[src/rtl/axi_stream_remove_header_if.sv]
// Bundle of the packet input, packet output, strip-descriptor and header-report
// signals of axi_stream_remove_header; master drives the stream, slave is the stripper.
interface axi_stream_remove_header_if #(
  parameter int DATA_WD      = 32,
  parameter int DATA_BYTE_WD = DATA_WD / 8,
  parameter int BYTE_CNT_WD  = $clog2(DATA_BYTE_WD)
);
  logic                    valid_in;
  logic                    ready_in;
  logic                    last_in;
  logic [DATA_WD-1:0]      data_in;
  logic [DATA_BYTE_WD-1:0] keep_in;

  logic                    valid_out;
  logic                    ready_out;
  logic                    last_out;
  logic [DATA_WD-1:0]      data_out;
  logic [DATA_BYTE_WD-1:0] keep_out;

  logic                    valid_strip;
  logic                    ready_strip;
  logic [BYTE_CNT_WD:0]    byte_strip_cnt;

  logic                    header_valid;
  logic [DATA_WD-1:0]      header_data;
  logic [DATA_BYTE_WD-1:0] header_keep;
  logic                    drop_pkt;

  modport slave (
    input  valid_in, last_in, data_in, keep_in,
    output ready_in,
    output valid_out, last_out, data_out, keep_out,
    input  ready_out,
    input  valid_strip, byte_strip_cnt,
    output ready_strip,
    output header_valid, header_data, header_keep, drop_pkt
  );

  modport master (
    output valid_in, last_in, data_in, keep_in,
    input  ready_in,
    input  valid_out, last_out, data_out, keep_out,
    output ready_out,
    output valid_strip, byte_strip_cnt,
    input  ready_strip,
    input  header_valid, header_data, header_keep, drop_pkt
  );
endinterface

[src/rtl/axi_stream_remove_header.sv]
// Strips an N-byte header (N from a per-packet descriptor) off the front of an
// MSB-first AXI-Stream packet, re-aligning the payload to the top of each beat.
module axi_stream_remove_header #(
  parameter int DATA_WD      = 32,
  parameter int DATA_BYTE_WD = DATA_WD / 8,
  parameter int BYTE_CNT_WD  = $clog2(DATA_BYTE_WD)
) (
  input logic                       clk,
  input logic                       rst,
  axi_stream_remove_header_if.slave bus
);
  localparam int CW = BYTE_CNT_WD + 1;
  localparam logic [CW-1:0]           DBW_C    = CW'(DATA_BYTE_WD);
  localparam logic [DATA_BYTE_WD-1:0] KEEP_ALL = '1;
  localparam logic [DATA_WD-1:0]      DATA_ALL = '1;

  typedef enum logic [1:0] {IDLE, FIRST, STREAM, FLUSH} state_t;

  state_t                  state_q;
  logic [CW-1:0]           n_q, s_q, flush_cnt_q;
  logic [DATA_WD-1:0]      residue_q, data_out_q, header_data_q;
  logic [DATA_BYTE_WD-1:0] keep_out_q, header_keep_q;
  logic                    valid_out_q, last_out_q, header_valid_q, drop_pkt_q;

  logic                    out_free, ready_in_w, fire_in;
  logic [CW-1:0]           k_in, n_clamp, r_cnt;
  logic [CW+2:0]           n_bits, s_bits, r_bits;

  function automatic logic [DATA_BYTE_WD-1:0] keep_msbs(input logic [CW-1:0] m);
    return ~(KEEP_ALL >> m);
  endfunction

  assign out_free   = !valid_out_q || bus.ready_out;
  assign ready_in_w = ((state_q == FIRST) || (state_q == STREAM)) && out_free;
  assign fire_in    = bus.valid_in && ready_in_w;

  assign k_in    = CW'($countones(bus.keep_in));
  assign n_clamp = (bus.byte_strip_cnt > DBW_C) ? DBW_C : bus.byte_strip_cnt;
  assign r_cnt   = DBW_C - s_q;
  assign n_bits  = {n_q, 3'b000};
  assign s_bits  = {s_q, 3'b000};
  assign r_bits  = {r_cnt, 3'b000};

  assign bus.ready_in     = ready_in_w;
  assign bus.ready_strip  = (state_q == IDLE);
  assign bus.valid_out    = valid_out_q;
  assign bus.data_out     = data_out_q;
  assign bus.keep_out     = keep_out_q;
  assign bus.last_out     = last_out_q;
  assign bus.header_valid = header_valid_q;
  assign bus.header_data  = header_data_q;
  assign bus.header_keep  = header_keep_q;
  assign bus.drop_pkt     = drop_pkt_q;

  always_ff @(posedge clk or posedge rst) begin
    if (rst) begin
      state_q        <= IDLE;
      n_q            <= '0;
      s_q            <= '0;
      flush_cnt_q    <= '0;
      residue_q      <= '0;
      data_out_q     <= '0;
      keep_out_q     <= '0;
      valid_out_q    <= 1'b0;
      last_out_q     <= 1'b0;
      header_valid_q <= 1'b0;
      header_data_q  <= '0;
      header_keep_q  <= '0;
      drop_pkt_q     <= 1'b0;
    end else begin
      header_valid_q <= 1'b0;
      drop_pkt_q     <= 1'b0;
      if (bus.ready_out) valid_out_q <= 1'b0;

      unique case (state_q)
        IDLE: begin
          if (bus.valid_strip) begin
            n_q     <= n_clamp;
            s_q     <= CW'(n_clamp[BYTE_CNT_WD-1:0]);
            state_q <= FIRST;
          end
        end

        FIRST: begin
          if (fire_in) begin
            header_valid_q <= 1'b1;
            header_data_q  <= bus.data_in & ~(DATA_ALL >> n_bits);
            header_keep_q  <= keep_msbs(n_q);
            if (bus.last_in) begin
              state_q <= IDLE;
              if (k_in <= n_q) begin
                drop_pkt_q <= 1'b1;
              end else begin
                valid_out_q <= 1'b1;
                data_out_q  <= bus.data_in << n_bits;
                keep_out_q  <= bus.keep_in << n_q;
                last_out_q  <= 1'b1;
              end
            end else begin
              state_q <= STREAM;
              if (n_q == '0) begin
                valid_out_q <= 1'b1;
                data_out_q  <= bus.data_in;
                keep_out_q  <= bus.keep_in;
                last_out_q  <= 1'b0;
              end else if (s_q != '0) begin
                residue_q <= bus.data_in << n_bits;
              end
            end
          end
        end

        STREAM: begin
          if (fire_in) begin
            valid_out_q <= 1'b1;
            if (s_q == '0) begin
              data_out_q <= bus.data_in;
              keep_out_q <= bus.keep_in;
              last_out_q <= bus.last_in;
              if (bus.last_in) state_q <= IDLE;
            end else begin
              // residue fills the top R bytes, the beat's top S bytes slide in below
              data_out_q <= residue_q | (bus.data_in >> r_bits);
              residue_q  <= bus.data_in << s_bits;
              if (bus.last_in && (k_in <= s_q)) begin
                keep_out_q <= keep_msbs(r_cnt + k_in);
                last_out_q <= 1'b1;
                state_q    <= IDLE;
              end else begin
                keep_out_q <= KEEP_ALL;
                last_out_q <= 1'b0;
                if (bus.last_in) begin
                  flush_cnt_q <= k_in - s_q;
                  state_q     <= FLUSH;
                end
              end
            end
          end
        end

        FLUSH: begin
          // first the full beat drains, then the residue beat; leave once the latter is taken
          if (valid_out_q && bus.ready_out && last_out_q) begin
            state_q <= IDLE;
          end else if (out_free) begin
            valid_out_q <= 1'b1;
            data_out_q  <= residue_q;
            keep_out_q  <= keep_msbs(flush_cnt_q);
            last_out_q  <= 1'b1;
          end
        end

        default: state_q <= IDLE;
      endcase
    end
  end
endmodule

[src/flat_wrapper.sv]
// flat-port wrapper written by rule: the top's interface ports become plain ports
module axi_stream_remove_header_flat 
#(
  parameter int DATA_WD      = 32,
  parameter int DATA_BYTE_WD = DATA_WD / 8,
  parameter int BYTE_CNT_WD  = $clog2(DATA_BYTE_WD)
)
  (clk, rst, bus_valid_in, bus_last_in, bus_data_in, bus_keep_in, bus_ready_in, bus_valid_out, bus_last_out, bus_data_out, bus_keep_out, bus_ready_out, bus_valid_strip, bus_byte_strip_cnt, bus_ready_strip, bus_header_valid, bus_header_data, bus_header_keep, bus_drop_pkt);
  axi_stream_remove_header_if #(.DATA_WD(DATA_WD), .DATA_BYTE_WD(DATA_BYTE_WD), .BYTE_CNT_WD(BYTE_CNT_WD)) bus_i ();
  input logic clk;
  input logic rst;
  input wire logic [$bits(bus_i.valid_in)-1:0] bus_valid_in;
  input wire logic [$bits(bus_i.last_in)-1:0] bus_last_in;
  input wire logic [$bits(bus_i.data_in)-1:0] bus_data_in;
  input wire logic [$bits(bus_i.keep_in)-1:0] bus_keep_in;
  output wire logic [$bits(bus_i.ready_in)-1:0] bus_ready_in;
  output wire logic [$bits(bus_i.valid_out)-1:0] bus_valid_out;
  output wire logic [$bits(bus_i.last_out)-1:0] bus_last_out;
  output wire logic [$bits(bus_i.data_out)-1:0] bus_data_out;
  output wire logic [$bits(bus_i.keep_out)-1:0] bus_keep_out;
  input wire logic [$bits(bus_i.ready_out)-1:0] bus_ready_out;
  input wire logic [$bits(bus_i.valid_strip)-1:0] bus_valid_strip;
  input wire logic [$bits(bus_i.byte_strip_cnt)-1:0] bus_byte_strip_cnt;
  output wire logic [$bits(bus_i.ready_strip)-1:0] bus_ready_strip;
  output wire logic [$bits(bus_i.header_valid)-1:0] bus_header_valid;
  output wire logic [$bits(bus_i.header_data)-1:0] bus_header_data;
  output wire logic [$bits(bus_i.header_keep)-1:0] bus_header_keep;
  output wire logic [$bits(bus_i.drop_pkt)-1:0] bus_drop_pkt;
  assign bus_i.valid_in = bus_valid_in;
  assign bus_i.last_in = bus_last_in;
  assign bus_i.data_in = bus_data_in;
  assign bus_i.keep_in = bus_keep_in;
  assign bus_ready_in = bus_i.ready_in;
  assign bus_valid_out = bus_i.valid_out;
  assign bus_last_out = bus_i.last_out;
  assign bus_data_out = bus_i.data_out;
  assign bus_keep_out = bus_i.keep_out;
  assign bus_i.ready_out = bus_ready_out;
  assign bus_i.valid_strip = bus_valid_strip;
  assign bus_i.byte_strip_cnt = bus_byte_strip_cnt;
  assign bus_ready_strip = bus_i.ready_strip;
  assign bus_header_valid = bus_i.header_valid;
  assign bus_header_data = bus_i.header_data;
  assign bus_header_keep = bus_i.header_keep;
  assign bus_drop_pkt = bus_i.drop_pkt;
  axi_stream_remove_header #(.DATA_WD(DATA_WD), .DATA_BYTE_WD(DATA_BYTE_WD), .BYTE_CNT_WD(BYTE_CNT_WD)) u_core (.clk(clk), .rst(rst), .bus(bus_i));
endmodule
[config.mk]
export PLATFORM = sky130hd
export DESIGN_NAME = axi_stream_remove_header_flat
export DESIGN_NICKNAME = d
export VERILOG_FILES = /design/src/rtl/axi_stream_remove_header_if.sv /design/src/rtl/axi_stream_remove_header.sv /design/src/flat_wrapper.sv
export SDC_FILE = /design/constraint.sdc
export NUM_CORES = 1
export LEC_CHECK = 0
export CAP_MARGIN = 20
export CORE_ASPECT_RATIO = 1.75
export CORE_UTILIZATION = 54
export CTS_CLUSTER_DIAMETER = 40
export CTS_CLUSTER_SIZE = 40
export DETAILED_ROUTE_END_ITERATION = 8
export PLACE_DENSITY = 0.81
export SLEW_MARGIN = 5
export SYNTH_ARGS = -nofsm -noshare
export SYNTH_HDL_FRONTEND = slang
export SYNTH_SLANG_ARGS = --single-unit
[constraint.sdc]
create_clock -name clk -period 4.1 [get_ports clk]
set_clock_uncertainty 0.15 [all_clocks]
set_input_delay 0.615 -clock clk [delete_from_list [all_inputs] [get_ports clk]]
set_output_delay 0.615 -clock clk [all_outputs]
set_load 0.02 [all_outputs]
==> results by group <==
Clock network
  – # Post-CTS Setup Buffers: 0
  – CTS tree: built
  – Root buffer cell: clkbuf_16
  – Clock Path Buffers: 2
  – Worst-path clk slew: 0.06 ns
  – H-tree levels: 4
  – Clk_lat worst skew: 0.42 ns
  – TritonCTS buffer count: 17
  – Hold Buf Count CTS: 0
  – Post_cts resized: 0
  – Clock Sinks: 116

Finish
  – Number of diodes: 0
  – Nets: 885
  – Area growth, synth to finish: 27.4%
  – Share of layout cells above drive strength 1: 11.1%
  – FILL cells: 971
  – Final Util: 71.4%

Global routing
  – Total GRT Usage: 34.6%
  – Initial antenna violation count: 0
  – Largest net degree at the start of global routing: 65
  – Vias in the first global route: 6457
  – Total grt overflow: 0
  – Global-route wire length before repair: 34900 microns

Placement
  – RD Place Congestion: 0.903
  – PortBufs: 122
  – DP Wirelength: 15500 microns

Critical path
  – CP cell instances: clkdlybuf4s50_1 > ha_1 > ha_1 > inv_1 > fa_1 > inv_1 > ha_1 > and2b_1 > nor3_1 > o22a_1 > a221o_2 > buf_12 > mux2_4
  – Most used cell, CP: ha_1
  – CP max-delay cell: clkdlybuf4s50_1
  – FF-to-FF path depth: 7
  – Critical Path Sink Type: flip-flop
  – CP Class: input pin to flip-flop
  – CP bufs+invs: 4
  – CP delay by family, top: adder cells
  – Worst Setup EP: u_core.bus.data_out[21]
  – WP data required: 4.24 ns
  – Worst setup startpoint: bus_keep_in[2]
  – CP arrival: 3.80 ns
  – Crit path depth: 13
  – Worst path max stage delay: 0.47 ns
  – CP Launch Type: input pin
  – R2R Path Start: u_core.n_q[0]
  – Reg2reg setup slack: 0.78 ns
  – R2r endpoint: u_core.bus.data_out[11]
  – Worst Path Max Fanout: 37

Power and ir drop
  – Max VDD drop: 0.560 mV
  – PwrDens: 862 nW/um^2
  – Leakage Power: 4.02 nW
  – Power Total: 7.74 mW

Yosys
  – Synth Area in XOR/XNOR: 0.124%
  – Ys Warns: 0
  – Post-synthesis compound-gate area fraction: 20.7%
  – Netlist cell types: 57
  – Synth top area share: 41.2%
  – Syn_nets: 790
  – Synth area leader: dfrtp_1
  – Post-synthesis instance area: 7050 sq um
  – Sequential area share after synthesis: 41.2%
  – Simple-gate share of the synthesized area: 15.0%
  – Syn avg cell area: 9.67 sq um
  – Register bit total from synthesis: 116
  – Syn Inst Count: 729
  – Number of enable flip-flop cells after synthesis: 0
  – Most common cell in the netlist: dfrtp_1
  – Top cells by area, synth: dfrtp_1 41%, mux2i_1 5.8%, nand2_1 5.3%
  – Largest family of logic cells by synthesized area: compound AO/OA/AOI/OAI gates
  – Top_reg_cell synth: dfrtp_1
  – Top post-synthesis cells by count: 116 x dfrtp_1, 100 x nand2_1, 44 x o21ai_0
  – Adder-cell share of the synthesized area: 3.16%
  – FFs w/ async S/R, synth: 100%
  – Mux cell area share after synthesis: 13.6%

Run
  – Max-cap viol count: 0

Drt
  – Drt wl/cell: 22.3 microns
  – DRT Wirelength: 22500 microns
  – Initial drt markers: 958
  – First-pass DRT Iterations: 9
  – Vias after detailed routing: 6560
  – Average vias per placed instance: 6.53
  – Detailed-route DRC error count: 0
  – Final ANT Viol Nets: 0

Floorplan
  – Std-Cell Rows: 54
  – Initial core utilization: 56.1%
  – I/O pin total: 123
  – Die Ht: 153 microns
  – Core Box Area: 12600 sq um
  – Die X: 88.4 microns
  – Die area: 13500 sq um

Timing
  – Final Hold Vio Count: 0
  – Max Clk Rate: 273 MHz
  – Setup TNS: 0 ns
  – Final number of max-transition violations: 0
  – Minimum clock period: 3.66 ns
  – Tcrit/Tclk final: 89.3%
  – Slew margin rel.: 28.3%
  – RSZ-0062 raised after global routing: false
  – Slew @ Worst Pin: 1.08 ns
  – # setup viols final: 0

Min path
  – Hold WC Path Type: flip-flop to flip-flop

Run status
  – Status: complete, no violations
## metrics by stage
step | instance area, sq um | hold WS [ns] | cells | setup WS [ns]
finish | 8980 | 0.314 | 1005 | 0.440
global placement | 8340 | 0.300 | 973 | 0.0614
CTS | 8980 | 0.318 | 1005 | 0.440
floorplan | 7050 | 0.299 | 729 | 0.263
detailed placement | 8340 | 0.305 | 973 | 0.00612
global route | 8980 | 0.340 | 1005 | 0.319
## worst min-delay path by stage
stage                                           end  cells after the start                       from
after floorplan                u_core.residue_q[10]                      2       u_core.residue_q[10]
after global placement    u_core.bus.header_data[2]                      2  u_core.bus.header_data[2]
after detailed placement  u_core.bus.header_data[9]                      2  u_core.bus.header_data[9]
after CTS                 u_core.bus.header_data[9]                      2  u_core.bus.header_data[9]
after global routing      u_core.bus.header_data[9]                      2  u_core.bus.header_data[9]
final                     u_core.bus.header_data[9]                      2  u_core.bus.header_data[9]
## state kept, by name (all words and copies together), names as in the netlist
signal                   count
u_core.state_q               2
u_core.bus.last_out          1
u_core.residue_q            32
u_core.bus.drop_pkt          1
u_core.n_q                   3
u_core.bus.keep_out          4
u_core.bus.header_data      32
u_core.bus.data_out         32
u_core.bus.header_keep       4
u_core.flush_cnt_q           3
u_core.bus.header_valid      1
u_core.bus.valid_out         1
## routing by layer
metal / wire length (microns) / vias to the layer above / global-route usage (%)
met5: 0 / - / 0
met2: 11200 / 412 / 56.0
met1: 8060 / 3163 / 40.0
met4: 1550 / 0 / 22.0
li1: - / 2875 / -
met3: 1660 / 110 / 8.10
## layout by cell type (no fill, tap or decap), types with 10 or more instances in the layout
cell type,instances
mux2i_1,41
buf_4,17
mux2_4,17
a222oi_1,26
ha_1,13
clkdlybuf4s50_1,122
nand2_1,100
inv_1,28
a22o_1,23
a21oi_1,31
dfrtp_1,115
o21ai_1,14
clkbuf_16,17
a211oi_1,10
nor2b_1,10
o21ai_0,44
nor2_1,24
a21o_1,12
o31ai_1,11
nand3_1,39
## where the power goes
group | internal, mW | switching [mW]
sequential | 1.60 | 0.304
combinational | 1.84 | 2.38
clock | 1.04 | 0.570
## logic make-up (layout without fill, tap and decap cells)
logic type | count (synthesis) | count (layout)
multiplexers | 77 | 77
AO/OA/AOI/OAI | 203 | 203
AND/OR/NAND/NOR | 218 | 218
adder cells (fa/ha/maj) | 16 | 16
XOR/XNOR | 1 | 1
flip-flops | 116 | 116
buffers and inverters | 98 | 206
## cell type report
class,instances,area (sq um),area share (%)
repair buffers,141,1390,15.5
well taps,168,210,2.34
inverters,33,126,1.41
clock inverters,13,199,2.22
multi-input cells,515,3710,41.3
clock buffers,19,443,4.93
flip-flops and latches,116,2900,32.3
## tightest hold or removal path: stages, from the launching register on
cell     delay (ns)
dfrtp_1        0.34
nand2_1        0.05
nand2_1        0.05
(Power assumes the default switching activity.)
